`src/rtl/gpio_sequencer_if.sv`:
```
// Command and playback stream bundle for gpio_sequencer, plus its control and status lines.
interface gpio_sequencer_if #(
    parameter int FIFO_DEPTH = 16
);
    localparam int CW = $clog2(FIFO_DEPTH) + 1;

    logic [31:0]   s_axis_tdata;
    logic          s_axis_tvalid;
    logic          s_axis_tready;
    logic          start;
    logic          abort;
    logic [15:0]   m_axis_tdata;
    logic          m_axis_tvalid;
    logic          m_axis_tready;
    logic          busy;
    logic          done;
    logic [CW-1:0] fifo_count;

    modport slave (
        input  s_axis_tdata, s_axis_tvalid, start, abort, m_axis_tready,
        output s_axis_tready, m_axis_tdata, m_axis_tvalid, busy, done, fifo_count
    );

    modport master (
        output s_axis_tdata, s_axis_tvalid, start, abort, m_axis_tready,
        input  s_axis_tready, m_axis_tdata, m_axis_tvalid, busy, done, fifo_count
    );
endinterface

```
`src/rtl/gpio_sequencer.sv`:
```
// Timed GPIO pattern player: queued {hold, value} words are replayed on a 16-bit stream,
// each value held for hold+1 downstream-ready cycles.
//
// state | meaning
// IDLE  | output parked at IDLE_VALUE, waiting for start with a non-empty FIFO
// RUN   | playing queued entries; hold counter advances only while m_axis_tready is high
module gpio_sequencer #(
    parameter int          FIFO_DEPTH = 16,
    parameter logic [15:0] IDLE_VALUE = 16'h0000
) (
    input logic            aclk,
    input logic            aresetn,
    gpio_sequencer_if.slave bus
);
    localparam int AW = $clog2(FIFO_DEPTH);
    localparam int CW = AW + 1;

    typedef enum logic {
        IDLE = 1'b0,
        RUN  = 1'b1
    } state_t;

    state_t        state_q, state_d;
    logic [31:0]   mem [FIFO_DEPTH];
    logic [AW-1:0] wr_ptr_q, rd_ptr_q;
    logic [CW-1:0] count_q;
    logic [15:0]   hold_q, hold_d;
    logic [15:0]   tdata_q, tdata_d;
    logic          done_q, done_d;
    logic          busy_q;
    logic          tvalid_q;
    logic          full, empty, tready, push, pop, flush;
    logic [31:0]   head;

    assign full  = (count_q == CW'(FIFO_DEPTH));
    assign empty = (count_q == '0);
    assign head  = mem[rd_ptr_q];

    // Ready depends only on registered occupancy, so a pop never frees a slot in the same cycle.
    assign tready = aresetn && !full;
    assign push   = bus.s_axis_tvalid && tready && !bus.abort;

    assign bus.s_axis_tready = tready;
    assign bus.m_axis_tdata  = tdata_q;
    assign bus.m_axis_tvalid = tvalid_q;
    assign bus.busy          = busy_q;
    assign bus.done          = done_q;
    assign bus.fifo_count    = count_q;

    always_comb begin
        state_d = state_q;
        hold_d  = hold_q;
        tdata_d = tdata_q;
        done_d  = 1'b0;
        pop     = 1'b0;
        flush   = 1'b0;
        if (bus.abort) begin
            state_d = IDLE;
            hold_d  = '0;
            tdata_d = IDLE_VALUE;
            flush   = 1'b1;
        end else begin
            case (state_q)
                IDLE: begin
                    if (bus.start && !empty) begin
                        pop     = 1'b1;
                        tdata_d = head[15:0];
                        hold_d  = head[31:16];
                        state_d = RUN;
                    end
                end
                RUN: begin
                    if (bus.m_axis_tready) begin
                        if (hold_q != '0) begin
                            hold_d = hold_q - 16'd1;
                        end else if (!empty) begin
                            pop     = 1'b1;
                            tdata_d = head[15:0];
                            hold_d  = head[31:16];
                        end else begin
                            state_d = IDLE;
                            tdata_d = IDLE_VALUE;
                            done_d  = 1'b1;
                        end
                    end
                end
                default: state_d = IDLE;
            endcase
        end
    end

    always_ff @(posedge aclk) begin
        if (!aresetn) begin
            state_q  <= IDLE;
            wr_ptr_q <= '0;
            rd_ptr_q <= '0;
            count_q  <= '0;
            hold_q   <= '0;
            tdata_q  <= IDLE_VALUE;
            done_q   <= 1'b0;
            busy_q   <= 1'b0;
            tvalid_q <= 1'b0;
        end else begin
            state_q  <= state_d;
            hold_q   <= hold_d;
            tdata_q  <= tdata_d;
            done_q   <= done_d;
            busy_q   <= (state_d == RUN);
            tvalid_q <= 1'b1;
            if (flush) begin
                wr_ptr_q <= '0;
                rd_ptr_q <= '0;
                count_q  <= '0;
            end else begin
                if (push) wr_ptr_q <= wr_ptr_q + AW'(1);
                if (pop)  rd_ptr_q <= rd_ptr_q + AW'(1);
                case ({push, pop})
                    2'b10:   count_q <= count_q + CW'(1);
                    2'b01:   count_q <= count_q - CW'(1);
                    default: count_q <= count_q;
                endcase
            end
        end
    end

    always_ff @(posedge aclk) begin
        if (push) mem[wr_ptr_q] <= bus.s_axis_tdata;
    end
endmodule
```
`src/flat_wrapper.sv`:
```
// flat-port wrapper written by rule: the top's interface ports become plain ports
module gpio_sequencer_flat 
#(
    parameter int          FIFO_DEPTH = 16,
    parameter logic [15:0] IDLE_VALUE = 16'h0000
)
  (aclk, aresetn, bus_s_axis_tdata, bus_s_axis_tvalid, bus_start, bus_abort, bus_m_axis_tready, bus_s_axis_tready, bus_m_axis_tdata, bus_m_axis_tvalid, bus_busy, bus_done, bus_fifo_count);
  gpio_sequencer_if #(.FIFO_DEPTH(FIFO_DEPTH)) bus_i ();
  input logic aclk;
  input logic aresetn;
  input wire logic [$bits(bus_i.s_axis_tdata)-1:0] bus_s_axis_tdata;
  input wire logic [$bits(bus_i.s_axis_tvalid)-1:0] bus_s_axis_tvalid;
  input wire logic [$bits(bus_i.start)-1:0] bus_start;
  input wire logic [$bits(bus_i.abort)-1:0] bus_abort;
  input wire logic [$bits(bus_i.m_axis_tready)-1:0] bus_m_axis_tready;
  output wire logic [$bits(bus_i.s_axis_tready)-1:0] bus_s_axis_tready;
  output wire logic [$bits(bus_i.m_axis_tdata)-1:0] bus_m_axis_tdata;
  output wire logic [$bits(bus_i.m_axis_tvalid)-1:0] bus_m_axis_tvalid;
  output wire logic [$bits(bus_i.busy)-1:0] bus_busy;
  output wire logic [$bits(bus_i.done)-1:0] bus_done;
  output wire logic [$bits(bus_i.fifo_count)-1:0] bus_fifo_count;
  assign bus_i.s_axis_tdata = bus_s_axis_tdata;
  assign bus_i.s_axis_tvalid = bus_s_axis_tvalid;
  assign bus_i.start = bus_start;
  assign bus_i.abort = bus_abort;
  assign bus_i.m_axis_tready = bus_m_axis_tready;
  assign bus_s_axis_tready = bus_i.s_axis_tready;
  assign bus_m_axis_tdata = bus_i.m_axis_tdata;
  assign bus_m_axis_tvalid = bus_i.m_axis_tvalid;
  assign bus_busy = bus_i.busy;
  assign bus_done = bus_i.done;
  assign bus_fifo_count = bus_i.fifo_count;
  gpio_sequencer #(.FIFO_DEPTH(FIFO_DEPTH), .IDLE_VALUE(IDLE_VALUE)) u_core (.aclk(aclk), .aresetn(aresetn), .bus(bus_i));
endmodule
```
`config.mk`:
```
export PLATFORM = sky130hd
export DESIGN_NAME = gpio_sequencer_flat
export DESIGN_NICKNAME = d
export VERILOG_FILES = /design/src/rtl/gpio_sequencer_if.sv /design/src/rtl/gpio_sequencer.sv /design/src/flat_wrapper.sv
export SDC_FILE = /design/constraint.sdc
export NUM_CORES = 1
export LEC_CHECK = 0
export BUFFER_PORTS_ARGS = -buffer_cell sky130_fd_sc_hd__buf_2
export CAP_MARGIN = 10
export CORE_ASPECT_RATIO = 1.5
export CORE_UTILIZATION = 35
export CTS_BUF_LIST = sky130_fd_sc_hd__clkbuf_8
export DETAILED_ROUTE_END_ITERATION = 8
export MAX_ROUTING_LAYER = met4
export RECOVER_POWER = 100
export SLEW_MARGIN = 30
export SYNTH_ARGS = -nofsm -noshare
export SYNTH_HDL_FRONTEND = slang
export SYNTH_SLANG_ARGS = --single-unit
```
`constraint.sdc`:
```
create_clock -name aclk -period 6.25 [get_ports aclk]
set_input_delay 0 -clock aclk [delete_from_list [all_inputs] [get_ports aclk]]
set_output_delay 0 -clock aclk [all_outputs]
set_load 0.05 [all_outputs]
```
==> results of run 1 <==
==> worst max-delay path, delay by kind of cell (launching register included) <==
family / cells / cell delay (ns)
buffers and inverters: 1 / 1.93
DFF: 1 / 0.53
AOI/OAI and AO/OA: 1 / 0.67
and+or+nand+nor: 4 / 0.96
==> Yosys cell counts (2+ instances only) <==
library cell	number	area (µm²)
a211oi_1	22	165
a211oi_2	2	25.0
a21oi_1	24	120
a22oi_1	17	128
a31oi_1	12	75.1
and2_1	5	31.3
and3_1	3	18.8
buf_1	2	7.51
buf_2	20	100
buf_4	4	30.0
buf_6	4	45.0
clkbuf_1	28	105
dfxtp_1	52	1040
edfxtp_1	512	15400
ha_1	10	125
inv_1	10	37.5
mux2i_1	19	190
mux4_2	145	3270
nand2_1	27	101
nand2b_1	4	25.0
nand3_1	5	25.0
nand3b_1	3	22.5
nand4_1	2	12.5
nor2_1	62	233
nor2b_1	18	113
nor3_1	11	55.1
nor4_1	3	18.8
nor4_2	3	37.5
nor4b_1	2	17.5
o211ai_1	8	60.1
o21ai_0	14	70.1
o22ai_1	2	12.5
or3_1	3	18.8
or4_1	2	15.0
or4_4	2	22.5
xnor2_1	2	17.5
xor2_1	7	61.3
==> path summary, 6_finish.rpt <==
kind	depth (start not counted)	slack, ns	to
worst max-delay path	6	1.67	u_core.mem[1][14]$_DFFE_PP_
worst min-delay path	2	0.41	u_core.mem[2][2]$_DFFE_PP_
worst max register to register	6	1.67	u_core.mem[1][14]$_DFFE_PP_
worst min register to register	2	0.51	u_core.bus.m_axis_tdata[14]$_SDFFE_PP0P_
==> final cells by class <==
class | instances | share of cell area
Timing Repair Buffer | 130 | 0.0344
Tap cell | 798 | 0.0397
Multi-Input combinational cell | 454 | 0.210
Inverter | 10 | 0.00149
Sequential cell | 564 | 0.654
Antenna cell | 1 | 0.0000996
Clock inverter | 59 | 0.0118
Clock buffer | 88 | 0.0482
==> placed cells by master (no fill, tap or decap), types with 4 or more instances in the layout <==
cell type / Yosys / routed
nor3_1: 11 / 10
a211oi_1: 22 / 22
o21ai_0: 14 / 15
nand3_1: 5 / 5
dfxtp_1: 52 / 48
a22oi_1: 17 / 17
clkbuf_8: 0 / 88
inv_1: 10 / 36
xor2_1: 7 / 7
buf_4: 4 / 22
mux2i_1: 19 / 19
clkinvlp_4: 0 / 4
nor2b_1: 18 / 18
dlygate4sd3_1: 0 / 41
nor4_1: 3 / 5
nor2_4: 0 / 9
clkinv_2: 0 / 12
a31oi_1: 12 / 12
edfxtp_1: 512 / 512
clkbuf_1: 28 / 61
ha_1: 10 / 10
nand2b_1: 4 / 4
nand2_1: 27 / 26
o211ai_1: 8 / 8
buf_2: 20 / 4
mux4_2: 145 / 145
a21oi_1: 24 / 23
clkinv_1: 0 / 13
nor2_1: 62 / 54
==> cells by family after synthesis <==
| logic type | Yosys count | share of synthesized area |
|---|---|---|
| compound gates | 112 | 0.0353 |
| fa+ha+maj | 10 | 0.00569 |
| mux | 164 | 0.157 |
| simple gates | 159 | 0.0370 |
| xor+xnor | 9 | 0.00358 |
| flops | 564 | 0.746 |
| buf+inv | 68 | 0.0148 |
==> metrics by stage <==
stage               instances  power [mW]
finish                   2104        6.99
global route             2104        7.23
CTS                      2103        7.07
detailed placement       1915        4.33
global placement         1914        4.33
floorplan                1086        4.26
==> where the power goes <==
group	switching [mW]	internal, mW	leakage (nW)
combinational	0.0968	0.0480	1.67
sequential	0.00464	4.12	5.03
clock	1.37	1.35	0.868
==> registers in the layout (all words and copies together) (netlist names), named ones only <==
name                      count
u_core.wr_ptr_q               4
u_core.hold_q                16
u_core.mem                  512
u_core.bus.busy               1
u_core.bus.m_axis_tdata      16
u_core.bus.fifo_count         5
u_core.bus.done               1
u_core.bus.m_axis_tvalid      1
u_core.rd_ptr_q               4
==> routing by layer <==
metal / part of all wire / routed length [µm] / vias to the layer above
met3: 0.044 / 2220 / 85
met2: 0.53 / 26600 / 315
met4: 0.026 / 1290 / 0
met1: 0.40 / 20100 / 5807
met5: 0 / 0 / -
li1: - / - / 4813
==> timing repair <==
action / CTS / global route
endpoints found under the hold margin: 534 / 0
gates resized for setup: 0 / 0
setup endpoints to repair: 0 / 0
hold buffers: 41 / 0
==> impl_metrics.csv, run 1 <==
group,metric,value,unit
timing,max_freq,0.219,GHz
synthesis,synth-seq-cells,564,
grt,grt_pass1_wl,75000,µm
die,start_util,0.353,
timing,fin_tns_setup,0,ns
drt,wl,50200,µm
timing,timing.final.crit_share,0.732,
grt,met3_usage,0.0247,
drt,vias,11000,
place,hpwl,26600,µm
synthesis,seq_area_frac_synth,0.746,
pwr,vdd_drop_max,0.161,mV
timing,fin_ws,1.67,ns
layout,final_cell_area,25100,µm²
synthesis,avgSynthCellArea,20.2,µm²
grt,globalRouteMet2Util,0.285,
clock_network,clk_pin_slew,0.06,ns
synthesis,synth_edf_count,512,
setup_path,start_kind,"flip-flop",
grt,grt-ovfl-total,0,
grt,grt_max_degree,60,
timing,worstMarginPinSlew,2.73,ns
layout,fillers,5598,
setup_path,crit_chain,"nor4_1 > a21boi_0 > and2_0 > nand2_1 > nor3_2 > clkbuf_1",
synthesis,ys_warn_count,0,
place,place.port_buffers,62,
synthesis,synth_area,22000,µm²
setup_path,timing.rr.start,"u_core.bus.fifo_count[1]$_SDFFE_PP0P_",
setup_path,crit_start,"u_core.bus.fifo_count[1]$_SDFFE_PP0P_",
clock_network,cts_setup_buffers,0,
clock_network,cts_sinks,564,
die,io_pins,63,
grt,antenna_found_initial,1,
die,dieArea,63900,µm²
timing,rsz0062_at_grt,"false",
grt,grt_pass1_vias,11900,
grt,grt.busiest_layer,"met2",
layout,syn_to_final_growth,14.2,%
synthesis,synth_nets,1134,
pwr,power_density,278,nW/µm²
timing,hold_violations,0,
setup_path,critPathMaxStageDelay,1.93,ns
run_status,status,"complete, but fails checks",
layout,post-route-util,0.404,
die,die_w,207,µm
drt,drtPass1Iterations,7,
clock_network,cts_root_buf,"clkbuf_8",
synthesis,synthArstFlopShare,0,
drt,drt_iter0_drc,870,
place,dpl_cell_area,23400,µm²
setup_path,end_kind,"flip-flop",
drt,ant_nets,0,
timing,slew_violations,131,
grt,grtUsageTotal,0.167,
setup_path,crit_fanout,32,
drt,drc,3,
clock_network,clock_path_buffers,3,
min_path,hold_start,"bus_s_axis_tdata[2]",
clock_network,clock_latency,0.65,ns
clock_network,numCtsBuffers,81,
setup_path,worstPathArrival,4.76,ns
synthesis,synthCells,1086,
min_path,min_path_type,"primary input to flip-flop",
layout,multiInputGateArea,5290,µm²
die,floorplan.core_area,62200,µm²
timing,setup_viol,0,
layout,area.sequential,16400,µm²
timing,slew_headroom,-0.820,
run_status,failed_checks,"DRC, capacitance limit, slew limit",
die,row_count,112,
drt,drt-vias-per-instance,5.24,
job,maxCapViolCount,6,
synthesis,synth_ff_type,"edfxtp_1",
place,pre_cts_slack,2.96,ns
drt,wl_per_cell,23.9,µm
timing,hold_ws,0.409,ns
timing,finalCriticalPeriod,4.58,ns
layout,num-nets-final,1289,
place,gp_congestion,0.843,
die,die_y,309,µm
clock_network,htreeDepth,3,
setup_path,worstPathRequired,6.44,ns
layout,layout-drive-gt1-share,0.233,
grt,grtUsageMet1,0.199,
clock_network,cts_tree,"built",
synthesis,ys_types,52,
pwr,p_leak,7.56,nW
setup_path,critPathKind,"flip-flop to flip-flop",
setup_path,slowest_stage,"clkbuf_1",
timing,fin_worst_skew,0.0259,ns
(Power assumes the default switching activity.)
==> inputs of run 2 (changes only) <==
Clock period 6.25 ns to 4.7 ns, I/O delays scaled along.
==> run 2 against run 1 <==
Highest routed layer unchanged. Largest power group unchanged. Worst setup slack worse by 0.82 ns. The run still ends with DRC, capacitance limit, slew limit left. Sequential cell count unchanged. Critical path depth unchanged.
==> impl_metrics.csv, run 2 (synthesis gave the netlist of run 1 again) <==
group,metric,value,unit
pwr,power_density,377,nW/µm²
grt,grt_max_degree,45,
die,io_pins,63,
layout,area.sequential,16400,µm²
run_status,status,"complete, but fails checks",
layout,largest_reg_flops,512,
timing,fin_worst_skew,0.0365,ns
job,maxCapViolCount,4,
clock_network,cts_setup_buffers,0,
clock_network,cts_sinks,564,
setup_path,worstPathArrival,4.13,ns
pwr,power.switching,2.05,mW
place,gp_congestion,0.821,
die,die_w,207,µm
clock_network,numCtsBuffers,83,
timing,worstMarginPinSlew,1.56,ns
layout,post-route-util,0.406,
setup_path,crit_fanout,13,
grt,antenna_found_initial,2,
drt,drt_iter0_drc,921,
drt,wl_per_cell,23.5,µm
timing,max_freq,0.260,GHz
timing,rsz0062_at_grt,"false",
clock_network,clock_latency,0.69,ns
clock_network,htreeDepth,3,
setup_path,worstPathRequired,4.98,ns
pwr,finalPower,9.53,mW
clock_network,cts_resized,0,
clock_network,cts_tree,"built",
layout,syn_to_final_growth,14.9,%
layout,layout-drive-gt1-share,0.231,
die,dieArea,63900,µm²
pwr,seqPwrFrac,0.575,
timing,slew_violations,56,
clock_network,cts_hold_buf,39,
setup_path,critPathKind,"flip-flop to flip-flop",
pwr,switching_share,0.215,
setup_path,start_kind,"flip-flop",
place,hpwl,28700,µm
grt,grt_pass1_vias,11700,
clock_network,cts_root_buf,"clkbuf_8",
timing,setup_viol,0,
layout,regMostFlops,"u_core.mem",
pwr,vdd_drop_max,0.203,mV
pwr,power_frac_clock,0.404,
clock_network,clk_pin_slew,0.07,ns
drt,drt-vias-per-instance,5.19,
layout,num-nets-final,1300,
grt,grtUsageTotal,0.166,
place,place.port_buffers,62,
drt,ant_nets,0,
pwr,p_int,7.49,mW
layout,final_common_cell,"edfxtp_1",
min_path,min_path_type,"primary input to flip-flop",
timing,timing.final.crit_share,0.819,
place,dpl_cell_area,23500,µm²
run_status,failed_checks,"DRC, capacitance limit, slew limit",
die,start_util,0.353,
grt,grt-ovfl-total,0,
drt,vias,11000,
die,floorplan.core_area,62200,µm²
layout,final_cell_area,25300,µm²
die,row_count,112,
timing,hold_violations,0,
pwr,share_comb_of_total_power,0.021,
timing,fin_tns_setup,0,ns
place,pre_cts_slack,1.34,ns
layout,fillers,5575,
clock_network,clock_path_buffers,3,
pwr,p_leak,7.58,nW
drt,wl,49800,µm
layout,multiInputGateArea,5290,µm²
setup_path,end_kind,"flip-flop",
layout,final_cell_mix,"edfxtp_1 (512), mux4_2 (145), clkbuf_8 (89)",
timing,finalCriticalPeriod,3.85,ns
timing,slew_headroom,-0.0412,
timing,fin_ws,0.851,ns
die,die_y,309,µm
drt,drc,3,
drt,drtPass1Iterations,7,
grt,grt_pass1_wl,74700,µm
run 2: cell count changes in the layout (fill, tap and decap cells not counted), moves of 3 or more:
cell,before,now
inv_12,0,3
clkinv_1,13,21
clkbuf_1,61,73
clkbuf_2,0,3
clkinv_2,12,7
inv_1,36,29
buf_4,22,16
run 2: power groups by stage:
stage / clock network (mW) / registers, mW / logic [mW]
finish: 3.85 / 5.48 / 0.197
global route: 4.14 / 5.48 / 0.214
CTS: 3.96 / 5.48 / 0.207
detailed placement: 0 / 5.59 / 0.179
global placement: 0 / 5.59 / 0.172
floorplan: 0 / 5.60 / 0.0675
run 2: routing by layer:
layer	vias up	GRT usage	wire (µm)
met4	0	0.0513	950
met3	73	0.0270	2480
li1	4839	-	-
met2	309	0.286	26400
met5	-	-	0
met1	5761	0.199	19900
run 2: final timing paths:
path | to | start | slack (ns) | cells after the start
worst min-delay path | u_core.mem[4][15]$_DFFE_PP_ | bus_s_axis_tdata[15] | 0.37 | 2
worst max register to register | u_core.mem[7][18]$_DFFE_PP_ | u_core.bus.fifo_count[2]$_SDFFE_PP0P_ | 0.85 | 6
worst max-delay path | u_core.mem[7][18]$_DFFE_PP_ | u_core.bus.fifo_count[2]$_SDFFE_PP0P_ | 0.85 | 6
worst min register to register | u_core.hold_q[9]$_SDFFE_PP0P_ | u_core.hold_q[9]$_SDFFE_PP0P_ | 0.51 | 2
run 2: metrics by stage:
stage | hold slack [ns] | std cells
2_1_floorplan | 0.0277 | 1086
3_3_place_gp | 0.166 | 1926
3_5_place_dp | 0.170 | 1926
4_1_cts | 0.179 | 2113
5_1_grt | 0.391 | 2115
6_report | 0.371 | 2115
run 2: worst max-delay path, stage by stage (launching register included):
cell and delay (ns):
dfxtp_1 0.52, nor4_1 0.15, a21boi_0 0.63, and2_0 0.35
nand2_1 0.27, nor2_4 0.53, clkbuf_1 0.97
run 2: area by class of cell:
cell class,instances,share of cell area
clock inverter,59,0.0149
multi-input combinational,454,0.210
antenna,2,0.000198
timing repair buffer,139,0.0356
clock buffer,89,0.0485
inverter,10,0.00149
tap,798,0.0395
sequential,564,0.650
